File: src/rtl/hazard_defs.sv
// Shared definitions for the pipeline hazard controller.
// Provides the controller state encoding and the default memory timeout.
package hazard_defs;

    typedef enum logic {
        RUN      = 1'b0,
        MEM_WAIT = 1'b1
    } hz_state_t;

    localparam int DEFAULT_MEM_TIMEOUT = 64;

endpackage

File: src/rtl/sat_counter.sv
// Saturating up-counter with synchronous clear.
// Ports:
//   clk   - clock
//   clr   - synchronous clear (wins over inc)
//   inc   - count enable; holds at all-ones once reached
//   count - current count
module sat_counter #(
    parameter int W = 16
) (
    input  logic         clk,
    input  logic         clr,
    input  logic         inc,
    output logic [W-1:0] count
);

    always_ff @(posedge clk) begin
        if (clr) begin
            count <= '0;
        end else if (inc && (count != '1)) begin
            count <= count + 1'b1;
        end
    end

endmodule

File: src/rtl/hazard_ctrl.sv
// Pipeline hazard controller for the 5-stage MIPS core.
// Watches the ID/EX register outputs and the data-memory handshake and
// drives the stall/flush/hold controls combinationally (Mealy), so a hazard
// seen in cycle N takes effect at the edge closing cycle N.
// Ports:
//   clk, rst               - clock, synchronous active-high reset
//   id_rs, id_rt, id_uses_rt - source operands of the instruction in ID
//   ex_memread, ex_rt, ex_jump, ex_branch_taken - EX-stage instruction info
//   mem_req, mem_ready     - data-memory access handshake of the MEM stage
//   pc_write, ifid_write   - front-end write enables
//   ifid_flush, idex_flush - bubble insertion
//   pipe_hold              - freezes EX/MEM and MEM/WB
//   stall_count, flush_count - saturating statistics
//   mem_err                - sticky memory-timeout flag
//
// state    | meaning
// ---------+-----------------------------------------------------------
// RUN      | normal flow; load-use and redirect handled per cycle
// MEM_WAIT | data access outstanding, whole pipeline frozen until ready
module hazard_ctrl
    import hazard_defs::*;
#(
    parameter int MEM_TIMEOUT = DEFAULT_MEM_TIMEOUT,
    parameter int CNT_W       = 16
) (
    input  logic             clk,
    input  logic             rst,
    input  logic [4:0]       id_rs,
    input  logic [4:0]       id_rt,
    input  logic             id_uses_rt,
    input  logic             ex_memread,
    input  logic [4:0]       ex_rt,
    input  logic             ex_jump,
    input  logic             ex_branch_taken,
    input  logic             mem_req,
    input  logic             mem_ready,
    output logic             pc_write,
    output logic             ifid_write,
    output logic             ifid_flush,
    output logic             idex_flush,
    output logic             pipe_hold,
    output logic [CNT_W-1:0] stall_count,
    output logic [CNT_W-1:0] flush_count,
    output logic             mem_err
);

    localparam int                WAIT_W    = $clog2(MEM_TIMEOUT + 1);
    localparam logic [WAIT_W-1:0] TIMEOUT_V = WAIT_W'(MEM_TIMEOUT);

    hz_state_t         state_q, state_d;
    logic [WAIT_W-1:0] wait_cnt_q, wait_cnt_d;
    logic              mem_wait, redirect, loaduse;
    logic              redirect_win;

    assign mem_wait = mem_req && !mem_ready;
    assign redirect = ex_jump || ex_branch_taken;
    assign loaduse  = ex_memread && (ex_rt != 5'd0) &&
                      ((ex_rt == id_rs) || (id_uses_rt && (ex_rt == id_rt)));

    always_ff @(posedge clk) begin
        if (rst) begin
            state_q    <= RUN;
            wait_cnt_q <= '0;
            mem_err    <= 1'b0;
        end else begin
            state_q    <= state_d;
            wait_cnt_q <= wait_cnt_d;
            if (wait_cnt_d == TIMEOUT_V) begin
                mem_err <= 1'b1;
            end
        end
    end

    always_comb begin
        state_d      = state_q;
        wait_cnt_d   = '0;
        pc_write     = 1'b1;
        ifid_write   = 1'b1;
        ifid_flush   = 1'b0;
        idex_flush   = 1'b0;
        pipe_hold    = 1'b0;
        redirect_win = 1'b0;

        if (mem_wait) begin
            pc_write   = 1'b0;
            ifid_write = 1'b0;
            pipe_hold  = 1'b1;
        end else if (redirect) begin
            ifid_flush   = 1'b1;
            idex_flush   = 1'b1;
            redirect_win = 1'b1;
        end else if (loaduse) begin
            pc_write   = 1'b0;
            ifid_write = 1'b0;
            idex_flush = 1'b1;
        end

        if (state_q == RUN) begin
            if (mem_wait) begin
                state_d = MEM_WAIT;
            end
        end else begin
            if (mem_wait) begin
                // Saturate at the timeout rather than wrapping.
                wait_cnt_d = (wait_cnt_q == TIMEOUT_V) ? wait_cnt_q
                                                       : wait_cnt_q + 1'b1;
            end else begin
                state_d = RUN;
            end
        end

        // Reset drives the front end into a flushed, non-advancing state.
        if (rst) begin
            pc_write   = 1'b0;
            ifid_write = 1'b0;
            ifid_flush = 1'b1;
            idex_flush = 1'b1;
            pipe_hold  = 1'b0;
        end
    end

    sat_counter #(.W(CNT_W)) u_stall_cnt (
        .clk   (clk),
        .clr   (rst),
        .inc   (!pc_write),
        .count (stall_count)
    );

    sat_counter #(.W(CNT_W)) u_flush_cnt (
        .clk   (clk),
        .clr   (rst),
        .inc   (redirect_win),
        .count (flush_count)
    );

endmodule

File: config.mk
export PLATFORM = sky130hd
export DESIGN_NAME = hazard_ctrl
export DESIGN_NICKNAME = d
export VERILOG_FILES = /design/src/rtl/hazard_defs.sv /design/src/rtl/sat_counter.sv /design/src/rtl/hazard_ctrl.sv
export SDC_FILE = /design/constraint.sdc
export NUM_CORES = 1
export LEC_CHECK = 0
export CAP_MARGIN = 20
export CORE_MARGIN = 3
export CORE_UTILIZATION = 48
export CTS_BUF_LIST = sky130_fd_sc_hd__clkbuf_8 sky130_fd_sc_hd__clkbuf_16
export DETAILED_ROUTE_END_ITERATION = 10
export PLACE_DENSITY = 0.8
export SETUP_SLACK_MARGIN = 0.05
export SLEW_MARGIN = 20
export SYNTH_ARGS = -nofsm -noshare
export SYNTH_HDL_FRONTEND = slang
export SYNTH_SLANG_ARGS = --single-unit
File: constraint.sdc
create_clock -name clk -period 2.2 [get_ports clk]
set_input_delay 0.44 -clock clk [delete_from_list [all_inputs] [get_ports clk]]
set_output_delay 0.44 -clock clk [all_outputs]
set_load 0.02 [all_outputs]
==> out/qor.txt <==
RUN STATUS
------------------------------------------------------------------------------------
Result of the run                                                       finished, violations left
Violated checks                                                         negative setup slack

GLOBAL ROUTING
------------------------------------------------------------------------------------
Overall Global Routing Usage                                                  0.2116
Wire length of the first global-routing pass                                9.128 mm
Largest net degree at the start of global routing                                 25
Global route total overflow                                                        0
Number of antenna violations at the first check in global routing                  0
Vias in the first global route                                                  2053

RUN
------------------------------------------------------------------------------------
Count of maximum capacitance violations                                            0

YOSYS
------------------------------------------------------------------------------------
Post-synthesis cell count                                                        253
Proportion of synthesized flip-flops having asynchronous set or reset              0
Synthesized area                                                            2202 µm²
Per-instance average area after synthesis                                  8.704 µm²
Number of unique standard cell types used by synthesis                            51
Portion of the post-synthesis area used by sequential elements                0.3727
Number of synthesized flops with an enable pin                                     0
Main flop type after synthesis                                          sky130_fd_sc_hd__dfxtp_1
Nets in the synthesized netlist                                                  280
Ys Warns                                                                           0
Flip-flop and latch count after synthesis                                         41

POWER
------------------------------------------------------------------------------------
Cell leakage power                                                          1.222 nW
Relative contribution of the clock network to total power                      0.328
Sequential power share                                                         0.505
Combinational fraction of design power                                         0.168
Cell area power density                                                 470.5 nW/µm²
Peak supply drop                                                           0.3616 mV
Switching share of power                                                      0.2535
Total internal power                                                        1.139 mW
Switching pwr                                                               386.9 µW

CLOCK TREE
------------------------------------------------------------------------------------
CTS tree                                                                        done
Depth of the CTS H-tree                                                            2
Clock Tree Buf Depth                                                               2
Worst-skew pair later-pin latency                                            0.30 ns
Hold-fix buffer count after cts                                                    0
Clock tree root driver cell                                             sky130_fd_sc_hd__clkbuf_8
Clock buffer count from CTS                                                        5
Clock sinks                                                                       41
Clock slew at reported path FFs                                              0.07 ns

DRT
------------------------------------------------------------------------------------
Routed length on met3                                                         341 µm
Remaining design rule violation count                                              0
Routed metal-1 wire length                                                  2.456 mm
Number of DRC markers after the initial detailed-route iteration                 120
Post-route ant nets                                                                0
Top layer in use                                                                met4
Average detailed-routed wire length per instance                            14.77 µm
Number of vias per cell after detailed routing                                 5.595
Number of detailed-routing iterations run before antenna repair                    5
Final wirelength                                                            5.805 mm
Vias after detailed routing                                                     2199
Length of routed met2 wiring                                                2.880 mm

TIMING
------------------------------------------------------------------------------------
Max transition margin                                                         0.7186
Actual slew at the worst max-slew pin                                      0.4185 ns
Final period utilization                                                       1.028
Setup total negative slack                                                -0.1578 ns
Setup repair after global routing missed its margin                             true
Final-report max-slew violation count                                              0
Achievable clock frequency                                                 442.2 MHz
Post-layout worst setup margin                                           -0.06144 ns
Hold WS                                                                    0.4826 ns
Clk_skew                                                                 0.005672 ns
Final Critical Period                                                       2.261 ns
Final hold violations                                                              0
Number of endpoints failing setup at the final stage                               3

FLOORPLAN
------------------------------------------------------------------------------------
Horizontal die dimension                                                    73.73 µm
Die outline area                                                            5436 µm²
Vertical extent of the die                                                  73.73 µm
Core outline area                                                           4384 µm²
Number of standard-cell rows in the floorplan                                     24
I/O pins                                                                          61
Effective utilization at floorplan                                            0.5023

MIN PATH
------------------------------------------------------------------------------------
Hold Path Class                                                           reg -> reg

CRITICAL PATH
------------------------------------------------------------------------------------
Critical path fanouts, max                                                         2
Worst setup path class                                                     in -> out
Type of origin of the critical path                                        input pin
Kind of end point of the critical path                                    output pin
Arrival time at the worst endpoint                                           1.82 ns
Required time of the critical path                                           1.76 ns

PLACED DESIGN
------------------------------------------------------------------------------------
Placed wire-length estimate                                                 4.003 mm
Buffers added on ports                                                            60
Cell count after placement                                                       376
Final estimated routing congestion in global placement                        0.7930

LAYOUT
------------------------------------------------------------------------------------
End-of-flow core utilization                                                  0.7400
Number of fill cells in the layout                                               344
Fraction of layout cells with a size suffix above 1                           0.2023
Final Instance Count excl. Fillers                                               393
Layout Nets                                                                      368
Most common cell after layout, fill and taps aside                      sky130_fd_sc_hd__clkdlybuf4s50_1
Most frequent cells in the layout                                       sky130_fd_sc_hd__clkdlybuf4s50_1 (41), sky130_fd_sc_hd__dfxtp_1 (39), sky130_fd_sc_hd__nor2_1 (30)
Diode count                                                                        0
Layout overhead on the synthesized area                                       47.33%

final timing paths:
path,startpoint,to,slack [ns],depth (start not counted)
hold reg to reg,mem_err,mem_err,0.48,2
hold / removal,mem_err,mem_err,0.48,2
setup reg to reg,u_stall_cnt.count[0],u_stall_cnt.count[13],0.11,9
setup / recovery,ex_rt[4],pc_write,-0.06,7
cells by family after synthesis:
kind of cell	count (synthesis)	share of synthesized area
muxes	3	0.01364
buffers and inverters	14	0.03409
and+or+nand+nor	116	0.2869
DFF	41	0.3727
xor gates and xnor gates	30	0.1193
AOI/OAI and AO/OA	45	0.1506
adders and majority gates	4	0.02273
worst max-delay path: stages:
cell and delay, ns:
sky130_fd_sc_hd__buf_6 0.09, sky130_fd_sc_hd__or4_4 0.54, sky130_fd_sc_hd__o21ai_4 0.16, sky130_fd_sc_hd__nor3_2 0.08
sky130_fd_sc_hd__a21oi_2 0.19, sky130_fd_sc_hd__nor2b_4 0.20, sky130_fd_sc_hd__buf_6 0.13
layer usage:
metal | vias up | global-route usage
met2 | 63 | 0.3494
met5 | - | 0
li1 | 1074 | -
met4 | 0 | 0.06640
met1 | 1048 | 0.2523
met3 | 14 | 0.08071
power groups by stage:
stage	sequential, mW	combinational, mW	clock, mW
CTS	0.767	0.233	0.507
global route	0.771	0.277	0.543
global placement	0.784	0.225	0
detailed placement	0.785	0.228	0
floorplan	0.796	0.102	0
finish	0.770	0.256	0.500
state kept, by name (all words and copies together), names as in the netlist:
register           flops
wait_cnt_q             7
mem_err                1
u_flush_cnt.count     16
state_q                1
u_stall_cnt.count     16
repair_timing:
action,in CTS,in global routing
gates cloned,0,2
resized for setup,50,21
endpoints found under the setup margin,7,19
buffers inserted,4,4
pin swaps,9,8
per-stage QoR:
stage | worst slack (ns) | power (mW) | cell area [µm²]
final | -0.06144 | 1.526 | 3244
after global routing | -0.08988 | 1.592 | 3244
after CTS | -0.06789 | 1.508 | 3102
after detailed placement | -0.9911 | 1.013 | 2978
after global placement | -0.9413 | 1.009 | 2978
after floorplan | -0.07323 | 0.8975 | 2213
area by class of cell:
type / count / area (µm²) / area share
clock buffer: 6 / 82.58 / 0.02545
clock inverter: 1 / 3.754 / 0.001157
inverter: 6 / 22.52 / 0.006942
multi-input combinational: 198 / 1384 / 0.4265
sequential: 41 / 825.8 / 0.2545
tap: 52 / 65.06 / 0.02005
timing repair buffer: 89 / 860.8 / 0.2653
cell usage after synthesis, types with 2 or more instances:
cell type,count,share of area
sky130_fd_sc_hd__dfxtp_1,41,0.37
sky130_fd_sc_hd__a41oi_1,2,0.0080
sky130_fd_sc_hd__and2_1,3,0.0085
sky130_fd_sc_hd__o21ai_0,3,0.0068
sky130_fd_sc_hd__clkbuf_1,5,0.0085
sky130_fd_sc_hd__nor2_1,31,0.053
sky130_fd_sc_hd__nand3_1,13,0.030
sky130_fd_sc_hd__or3_1,11,0.031
sky130_fd_sc_hd__nor3_1,7,0.016
sky130_fd_sc_hd__o21ai_1,8,0.018
sky130_fd_sc_hd__mux2i_1,3,0.014
sky130_fd_sc_hd__o31ai_1,3,0.010
sky130_fd_sc_hd__nand2_1,17,0.029
sky130_fd_sc_hd__ha_1,4,0.023
sky130_fd_sc_hd__and3b_1,2,0.0080
sky130_fd_sc_hd__a21oi_1,16,0.036
sky130_fd_sc_hd__xor2_1,11,0.044
sky130_fd_sc_hd__and4_1,3,0.012
sky130_fd_sc_hd__xnor2_1,19,0.076
sky130_fd_sc_hd__nand2b_1,2,0.0057
sky130_fd_sc_hd__nand4_1,6,0.017
sky130_fd_sc_hd__inv_1,6,0.010
sky130_fd_sc_hd__or4_1,2,0.0068
sky130_fd_sc_hd__nor2b_1,4,0.011
sky130_fd_sc_hd__and3_1,5,0.014
Note: power is estimated with default switching activity, not from simulation.
